<file path="src/rtl/dis_src_fifo.sv">
// Circular-buffer source FIFO feeding a downstream enable-register stage via en/data_out.
// Optional same-edge empty bypass is enabled by defining DIS_SRC_BYPASS_EN.
module dis_src_fifo #(
  parameter int WIDTH = 8,
  parameter int DEPTH = 4
) (
  input  logic                     clk,
  input  logic                     reset,
  input  logic                     in_valid,
  output logic                     in_ready,
  input  logic [WIDTH-1:0]         in_data,
  input  logic                     hold,
  output logic                     en,
  output logic [WIDTH-1:0]         data_out,
  output logic [$clog2(DEPTH):0]   count,
  output logic                     full,
  output logic                     empty
);

  localparam int AW = $clog2(DEPTH);
  localparam int CW = AW + 1;

  logic [WIDTH-1:0] mem_q [DEPTH];
  logic [AW-1:0]    wr_ptr_q, wr_ptr_d;
  logic [AW-1:0]    rd_ptr_q, rd_ptr_d;
  logic [CW-1:0]    count_q, count_d;
  logic             en_q, en_d;
  logic [WIDTH-1:0] dout_q, dout_d;
  logic             push, pop, bypass;

  assign full     = (count_q == CW'(DEPTH));
  assign empty    = (count_q == '0);
  assign in_ready = !full;
  assign count    = count_q;
  assign en       = en_q;
  assign data_out = dout_q;

  always_comb begin
    bypass = 1'b0;
`ifdef DIS_SRC_BYPASS_EN
    bypass = empty && in_valid && !hold;
`else
`endif
    pop  = !empty && !hold;
    // A bypassed word goes straight to the output, so it must not also be stored.
    push = in_valid && in_ready && !bypass;

    wr_ptr_d = push ? wr_ptr_q + AW'(1) : wr_ptr_q;
    rd_ptr_d = pop  ? rd_ptr_q + AW'(1) : rd_ptr_q;

    count_d = count_q;
    case ({push, pop})
      2'b10:   count_d = count_q + CW'(1);
      2'b01:   count_d = count_q - CW'(1);
      default: count_d = count_q;
    endcase

    en_d   = pop || bypass;
    dout_d = dout_q;
    if (pop)         dout_d = mem_q[rd_ptr_q];
    else if (bypass) dout_d = in_data;
  end

  always_ff @(posedge clk or negedge reset) begin
    if (!reset) begin
      wr_ptr_q <= '0;
      rd_ptr_q <= '0;
      count_q  <= '0;
      en_q     <= 1'b0;
      dout_q   <= '0;
    end else begin
      wr_ptr_q <= wr_ptr_d;
      rd_ptr_q <= rd_ptr_d;
      count_q  <= count_d;
      en_q     <= en_d;
      dout_q   <= dout_d;
    end
  end

  always_ff @(posedge clk) begin
    if (push) mem_q[wr_ptr_q] <= in_data;
  end

endmodule

</file>
<file path="config.mk">
export PLATFORM = sky130hd
export DESIGN_NAME = dis_src_fifo
export DESIGN_NICKNAME = d
export VERILOG_FILES = /design/src/rtl/dis_src_fifo.sv
export SDC_FILE = /design/constraint.sdc
export NUM_CORES = 1
export LEC_CHECK = 0
export ABC_AREA = 1
export CAP_MARGIN = 10
export CORE_MARGIN = 2
export CORE_UTILIZATION = 28
export CTS_CLUSTER_DIAMETER = 80
export CTS_CLUSTER_SIZE = 25
export DETAILED_ROUTE_END_ITERATION = 16
export PLACE_DENSITY_LB_ADDON = 0.12
export SLEW_MARGIN = 20
export SYNTH_ARGS = -nofsm -noshare
export SYNTH_HDL_FRONTEND = slang
export SYNTH_SLANG_ARGS = --single-unit
</file>
<file path="constraint.sdc">
create_clock -name clk -period 3.2 [get_ports clk]
set_input_delay 0.32 -clock clk [delete_from_list [all_inputs] [get_ports clk]]
set_output_delay 0.32 -clock clk [all_outputs]
set_load 0.02 [all_outputs]
</file>
==> flow_metrics.tcl, run 1 <==
set metrics [dict create \
    outcome "finished, final reports clean" \
    fin_nets 265 \
    leakage_uw 0.00122 \
    root_buffer "clkbuf_8" \
    cts_setup_buffers 0 \
    finalClockSkew_ns 0.00752 \
    grt_max_degree 20 \
    synth_top_area_share 0.449 \
    cts.path.max_buffers 2 \
    yosysSeqAreaShare 0.637 \
    critical_path_class "reg -> out" \
    finalCritPeriodShare 0.641 \
    grt_pass1_vias 1280 \
    cts.sinks 48 \
    synth.cell_area_mm2 0.00214 \
    ys_types 20 \
    synthTopCellsByCount "74 x nand2_1, 45 x inv_1, 32 x edfxtp_1" \
    first_pass_iters 4 \
    yosysTopAreaCell "edfxtp_1" \
    hold_buffers 0 \
    p_per_area_mw_per_mm2 879 \
    synth-edff-count 32 \
    path_cells "nor2_2 > nand2_1 > inv_1 > clkdlybuf4s50_1" \
    die_x_um 91.4 \
    drive_gt1_frac 0.0766 \
    cpMaxStageDelayCell "clkdlybuf4s50_1" \
    drtIter0Drc 58 \
    drc 0 \
    ir_worst_vdd_mv 0.157 \
    wl_per_cell_um 11.9 \
    nFillCells 743 \
    synth_most_common_cell "nand2_1" \
    syn_inst 214 \
    grt_usage 0.106 \
    wl_um 4110 \
    overflow 0 \
    cts_buffers 5 \
    via_count 1360 \
    cap_viol_max_count 0 \
    port_buffers 26 \
    hpwlAfterDp_um 2700 \
    ys.flop_type "edfxtp_1" \
    power_uw 2300 \
    grt_pass1_wl_um 6620 \
    worstMarginPinSlew_ns 0.759 \
    drt-vias-per-instance 3.92 \
    slowest_delay_ns 0.60 \
    worstPathArrival_ns 1.73 \
    slew_viol_final 0 \
    hp-class "in -> async" \
    globalplace.congestion 0.670 \
    num_rows 31 \
    rsz0062_at_grt "no" \
    ys_ff_latch 48 \
    cts_tree "done" \
    clock.fmax_mhz 488 \
    slew_headroom 0.493 \
    cp-end-kind "output pin" \
    die_area_mm2 0.00835 \
    io_pins 27 \
    worstPathMaxFanout 4 \
    startpoint_type "register" \
    syn_avg_cell_area_um2 9.99 \
    antenna_found_initial 0 \
    ys_async_sr_fraction 0.333 \
    cp.buffers_inverters 2 \
    synthTopCellsByArea "edfxtp_1 45%, dfrtp_1 19%, nand2_1 13%, inv_1 7.9%, nand3_1 4.2%" \
    yosysWarningCount 0 \
    htreeDepth 2 \
    clkTransAtPathRegs_ns 0.09 \
    area_growth_pct 22.2 \
    synth_nets 232 \
    setup_viol 0 \
    antenna_left 0 \
    crit_required_ns 2.88 \
    min_period_ns 2.05 \
    start_util 0.292 \
    crit_family "buffers and inverters" \
    hold_viol 0 \
    finalSetupTns_ns 0 \
    die_h_um 91.4 \
    post_cts_resized 0 \
    core_region_area_mm2 0.00733 \
    n_antenna_cell 0 \
    clk_latency_ns 0.30 \
    hold_ws_ns 0.462 \
]
## layout make-up
cell class	instances	area [um2]	share of cell area
sequential	48	1360	0.521
clock inverter	2	13.8	0.00527
clock buffer	6	82.6	0.0316
multi-input combinational	113	554	0.212
inverter	48	180	0.0689
tap	99	124	0.0474
timing repair buffer	31	298	0.114
## sequential cells by signal, summed over array words and instances, names as in the netlist
signal / cells
count: 3
data_out: 8
en: 1
mem_q: 32
rd_ptr_q: 2
wr_ptr_q: 2
## metal layers
| metal | vias to the layer above | GRT usage | part of all wire |
|---|---|---|---|
| li1 | 714 | - | - |
| met1 | 616 | 0.144 | 0.51 |
| met2 | 24 | 0.160 | 0.45 |
| met3 | 6 | 0.0299 | 0.028 |
| met4 | 0 | 0.0379 | 0.019 |
| met5 | - | 0 | 0 |
## report_power, final
group | internal, uW | switching, uW
registers | 850 | 149
clock network | 176 | 203
logic | 380 | 540
## per-stage QoR
stage,cells,area [um2],utilization,setup slack (ns)
final,347,2610,0.357,1.15
after floorplan,214,2140,-,1.16
after CTS,347,2610,0.357,1.11
after global routing,347,2610,0.357,0.999
after detailed placement,339,2520,0.343,1.07
after global placement,339,2520,0.343,1.10
## logic make-up after synthesis
kind of cell,count (synthesis),share of synthesized area
DFF,48,0.637
buffers and inverters,53,0.104
and+or+nand+nor,99,0.187
xor gates and xnor gates,4,0.0164
AOI/OAI and AO/OA,4,0.0176
adders and majority gates,6,0.0386
## worst register-to-register path, cell delays in order, from the launching register on
cell	delay, ns
dfrtp_1	0.44
nor2_2	0.18
nand2_1	0.14
nand2_2	0.17
ha_1	0.19
inv_1	0.06
fa_1	0.37
nand2_1	0.08
nand3_1	0.08
xor2_1	0.14
## path summary, 6_finish.rpt
| path | start | endpoint | slack, ns | cells after the start |
|---|---|---|---|---|
| max in group asynchronous | reset | data_out[3] | 2.27 | 1 |
| worst max register to register | count[0] | count[2] | 1.25 | 9 |
| min in group clk | data_out[2] | data_out[2] | 0.49 | 2 |
| worst max-delay path | count[0] | full | 1.15 | 4 |
| worst min-delay path | reset | count[1] | 0.46 | 1 |
| worst min register to register | data_out[2] | data_out[2] | 0.49 | 2 |
## placed cells by master, fill, tap and decap left out, types with 2 or more instances in the layout
cell and instances:
inv_1 45, ha_1 5, dfrtp_1 16, clkbuf_8 6, nand3_1 18, inv_2 2
xor2_1 3, o21ai_0 2, edfxtp_1 32, buf_4 5, nand2_1 74, clkdlybuf4s50_1 26
nor2_1 5
No activity file was read; power rests on OpenSTA's default activity.
==> inputs of run 2 (changes only) <==
==> constraint.sdc (replaced) <==
create_clock -name clk -period 1.9 [get_ports clk]
set_input_delay 0.19 -clock clk [delete_from_list [all_inputs] [get_ports clk]]
set_output_delay 0.19 -clock clk [all_outputs]
set_load 0.02 [all_outputs]
==> run 2 against run 1 <==
Against the previous run:
- sequential cell count unchanged
- routed wire length hardly changed
- non-clock buffer count rose by 4
- die area is the same
- clock skew about the same
- register-to-register slack worse by 1.1 ns
- sequential share of layout area is 0.84 points lower
- critical endpoint is now count[2]
==> flow_metrics.tcl, run 2 (synthesis gave the netlist of run 1 again) <==
set metrics [dict create \
    core_region_area_mm2 0.00733 \
    clkTransAtPathRegs_ns 0.09 \
    min_period_ns 1.77 \
    cts_setup_buffers 0 \
    p_per_area_mw_per_mm2 1480 \
    pwr-share-comb 0.424 \
    largest_register "mem_q" \
    root_buffer "clkbuf_8" \
    ir_worst_vdd_mv 0.366 \
    n_antenna_cell 0 \
    final_common_cell "nand2_1" \
    r2r-start "count[1]" \
    clock.fmax_mhz 566 \
    cts.path.max_buffers 2 \
    grt_pass1_vias 1412 \
    worstMarginPinSlew_ns 0.318 \
    cts.sinks 48 \
    nFillCells 742 \
    io_pins 27 \
    drc 0 \
    antenna_left 0 \
    drt-vias-per-instance 3.93 \
    worstPathMaxFanout 4 \
    cts_buffers 5 \
    fin_nets 269 \
    wl_um 4110 \
    cts_tree "done" \
    num_rows 31 \
    power_frac_clock 0.163 \
    rr_endpoint "count[2]" \
    critical_path.startpoint "count[1]" \
    startpoint_type "register" \
    globalplace.congestion 0.688 \
    drtIter0Drc 32 \
    wl_per_cell_um 11.7 \
    finalSetupTns_ns 0 \
    worstPathArrival_ns 1.96 \
    die_h_um 91.4 \
    finalClockSkew_ns 0.00706 \
    grt_pass1_wl_um 6990 \
    setup_ws_ns 0.133 \
    die_area_mm2 0.00835 \
    crit_required_ns 2.09 \
    leakage_uw 0.00125 \
    reg2reg_depth 9 \
    clk_latency_ns 0.30 \
    slew_headroom 0.787 \
    hp-class "in -> async" \
    switchingPower_uw 1550 \
    most-common-layout-cells "73 x nand2_1, 45 x inv_1, 32 x edfxtp_1" \
    hold_viol 0 \
    p_seq_frac 0.413 \
    via_count 1378 \
    first_pass_iters 4 \
    grt_usage 0.109 \
    place_ws_ns 0.0727 \
    rsz0062_at_grt "no" \
    overflow 0 \
    largest_reg_flops 32 \
    slew_viol_final 0 \
    die_x_um 91.4 \
    power_uw 3930 \
    area_growth_pct 24.6 \
    p_int_uw 2390 \
    grt_max_degree 18 \
    cap_viol_max_count 0 \
    hold_buffers 0 \
    critical_path_class "reg -> reg" \
    start_util 0.292 \
    finalCritPeriodShare 0.930 \
    htreeDepth 2 \
    rrSetupSlack_ns 0.13 \
    hpwlAfterDp_um 2780 \
    outcome "finished, final reports clean" \
    swShare 0.393 \
    drive_gt1_frac 0.111 \
    final_util 0.363 \
    port_buffers 26 \
    cp-end-kind "register" \
    antenna_found_initial 0 \
    setup_viol 0 \
]
[run 2: repair_timing]
| action | in CTS | in global routing |
|---|---|---|
| resized for setup | 2 | 3 |
| setup endpoints to repair | 2 | 1 |
| pin swaps | 0 | 0 |
[run 2: metrics by stage]
stage          instances  hold WS [ns]  cell area [um2]
2_1_floorplan        214        -0.106             2150
3_3_place_gp         343         0.465             2560
3_5_place_dp         343         0.469             2560
4_1_cts              351         0.213             2650
5_1_grt              351         0.219             2660
6_report             351         0.211             2660
[run 2: layout make-up]
class	instances	area, um2	area share
multi-input combinational	113	574	0.216
inverter	48	180	0.0676
timing repair buffer	35	325	0.122
tap	99	124	0.0465
sequential	48	1370	0.512
clock inverter	3	26.3	0.00986
clock buffer	5	68.8	0.0258
[run 2: worst max-delay path, stage by stage, from the launching register on]
cell and delay [ns]:
dfrtp_2 0.44, nor2_4 0.16, nand2_4 0.08, nand2_4 0.06, ha_2 0.17, inv_1 0.06, fa_1 0.37, nand2_1 0.08
nand3_1 0.08, xor2_1 0.14
[run 2: how the worst max path moves through the flow]
| stage | slack [ns] | end |
|---|---|---|
| 4_1_cts | 0.06 | count[2] |
| 2_1_floorplan | 0.008 | count[2] |
| 3_3_place_gp | 0.09 | count[2] |
| 6_report | 0.13 | count[2] |
| 5_1_grt | 0.004 | count[2] |
| 3_5_place_dp | 0.07 | count[2] |
[run 2: power groups by stage]
stage                     logic [uW]  clock network, uW  registers, uW
after global placement          1710                  0           1640
after CTS                       1700                668           1620
after detailed placement        1700                  0           1640
after global routing            1910                709           1670
final                           1670                639           1620
after floorplan                  965                  0           1740
[run 2: layer usage]
metal | routed length (um) | track usage
met1 | 2080 | 0.140
met2 | 1880 | 0.180
met3 | 104 | 0.0282
met4 | 47 | 0.0341
met5 | 0 | 0
==> inputs of run 3 (changes only) <==
--- a/config.mk
+++ b/config.mk
@@ -12,7 +12,7 @@
 export CTS_CLUSTER_DIAMETER = 80
 export CTS_CLUSTER_SIZE = 25
 export DETAILED_ROUTE_END_ITERATION = 16
-export PLACE_DENSITY_LB_ADDON = 0.12
+export PLACE_DENSITY = 0.48
 export SLEW_MARGIN = 20
 export SYNTH_ARGS = -nofsm -noshare
 export SYNTH_HDL_FRONTEND = slang
==> run 3 against run 2 <==
Against the previous run:
- highest routed layer unchanged
- largest cell class unchanged
- clock power down 6.3%
- first-iteration DRC count increased by 47%
- clock skew grew 0.0025 ns
- routed wire length is 1.7% lower
- critical endpoint is now in_ready
- non-clock buffer count is 1 higher
==> flow_metrics.tcl, run 3 (synthesis gave the netlist of run 1 again) <==
set metrics [dict create \
    root_buffer "clkbuf_8" \
    rsz0062_at_grt "no" \
    drt-vias-per-instance 3.97 \
    final_cells 352 \
    n_antenna_cell 0 \
    io_pins 27 \
    grt_max_degree 18 \
    hold_viol 0 \
    slew_headroom 0.798 \
    p_per_area_mw_per_mm2 1460 \
    grt_pass1_vias 1264 \
    globalplace.congestion 0.734 \
    cts_tree "done" \
    cts.path.max_buffers 2 \
    drc 0 \
    largest_reg_flops 32 \
    via_count 1398 \
    antenna_left 0 \
    fin_nets 270 \
    die_h_um 91.4 \
    drtIter0Drc 47 \
    port_buffers 26 \
    antenna_found_initial 0 \
    finalSetupTns_ns 0 \
    worstPathArrival_ns 1.54 \
    critical_path_class "reg -> out" \
    cts.sinks 48 \
    leakage_uw 0.00125 \
    cp-end-kind "output pin" \
    slew_viol_final 0 \
    wl_per_cell_um 11.5 \
    grt_usage 0.106 \
    fin_area_mm2 0.00266 \
    nFillCells 747 \
    worstMarginPinSlew_ns 0.301 \
    grt_pass1_wl_um 6620 \
    multi_input_area_um2 574 \
    finalCritPeriodShare 0.909 \
    clkTransAtPathRegs_ns 0.09 \
    placed_cells 343 \
    die_x_um 91.4 \
    num_rows 31 \
    startpoint_type "register" \
    largest_register "mem_q" \
    most-common-layout-cells "73 x nand2_1, 45 x inv_1, 32 x edfxtp_1" \
    seqCellArea_mm2 0.00137 \
    finalClockSkew_ns 0.00957 \
    setup_viol 0 \
    first_pass_iters 4 \
    drive_gt1_frac 0.111 \
    postPlaceCellArea_mm2 0.00256 \
    overflow 0 \
    min_period_ns 1.73 \
    crit_required_ns 1.71 \
    outcome "finished, final reports clean" \
    clk_latency_ns 0.30 \
    hold_ws_ns 0.203 \
    hp-class "in -> async" \
    die_area_mm2 0.00835 \
    cap_viol_max_count 0 \
    hpwlAfterDp_um 2710 \
    core_region_area_mm2 0.00733 \
    worstPathMaxFanout 4 \
    area_growth_pct 24.5 \
    ir_worst_vdd_mv 0.310 \
    start_util 0.292 \
    cts_buffers 5 \
    htreeDepth 2 \
    wl_um 4040 \
    clock.fmax_mhz 579 \
    final_common_cell "nand2_1" \
]
-- run 3: cell count changes in the layout (fill, tap and decap cells not counted), sizes merged --
cell and change:
inv -2, clkbuf +1, clkinvlp +1, buf +1
-- run 3: report_power, final --
| group | leakage (uW) | total (uW) | internal (uW) | switching [uW] |
|---|---|---|---|---|
| Clock | 0.0000412 | 599 | 258 | 341 |
| Combinational | 0.000723 | 1690 | 689 | 997 |
| Sequential | 0.000484 | 1610 | 1440 | 167 |
-- run 3: worst paths after layout --
check | startpoint | endpoint | slack, ns | cells past startpoint
worst max register to register | count[0] | count[2] | 0.19 | 9
max in group asynchronous | reset | count[2] | 1.49 | 2
min in group clk | data_out[0] | data_out[0] | 0.48 | 2
worst min-delay path | reset | wr_ptr_q[1] | 0.20 | 2
worst min register to register | data_out[0] | data_out[0] | 0.48 | 2
worst max-delay path | count[0] | in_ready | 0.17 | 3
-- run 3: metrics by stage --
| stage | worst slack (ns) | power (uW) | utilization |
|---|---|---|---|
| floorplan | 0.00846 | 2710 | - |
| global route | 0.0369 | 4240 | 0.363 |
| global placement | 0.0766 | 3320 | 0.349 |
| finish | 0.173 | 3890 | 0.363 |
| CTS | 0.0567 | 3920 | 0.360 |
| detailed placement | 0.0371 | 3330 | 0.349 |
-- run 3: timing repair --
action / 4_1_cts / 5_1_grt
setup buffers: 0 / 1
endpoints found under the hold margin: 0 / 0
hold buffers: 0 / 0
gates resized for setup: 2 / 3
pin swaps: 0 / 1
setup endpoints to repair: 2 / 1
-- run 3: worst max-delay path, stage by stage, from the launching register on --
cell             delay, ns
dfrtp_2               0.44
nor2_4                0.17
nand2_4               0.09
clkdlybuf4s50_1       0.54
-- run 3: final cells by class --
class / count / area share
flip-flops and latches: 48 / 0.513
well taps: 99 / 0.0465
clock buffers: 6 / 0.0273
clock inverters: 2 / 0.00470
inverters: 48 / 0.0677
repair buffers: 36 / 0.125
multi-input cells: 113 / 0.216
-- run 3: routing by layer --
layer | track usage | vias to the layer above | part of all wire
li1 | - | 723 | -
met1 | 0.130 | 642 | 0.46
met2 | 0.175 | 29 | 0.49
met3 | 0.0274 | 4 | 0.037
met4 | 0.0455 | 0 | 0.018
met5 | 0 | - | 0
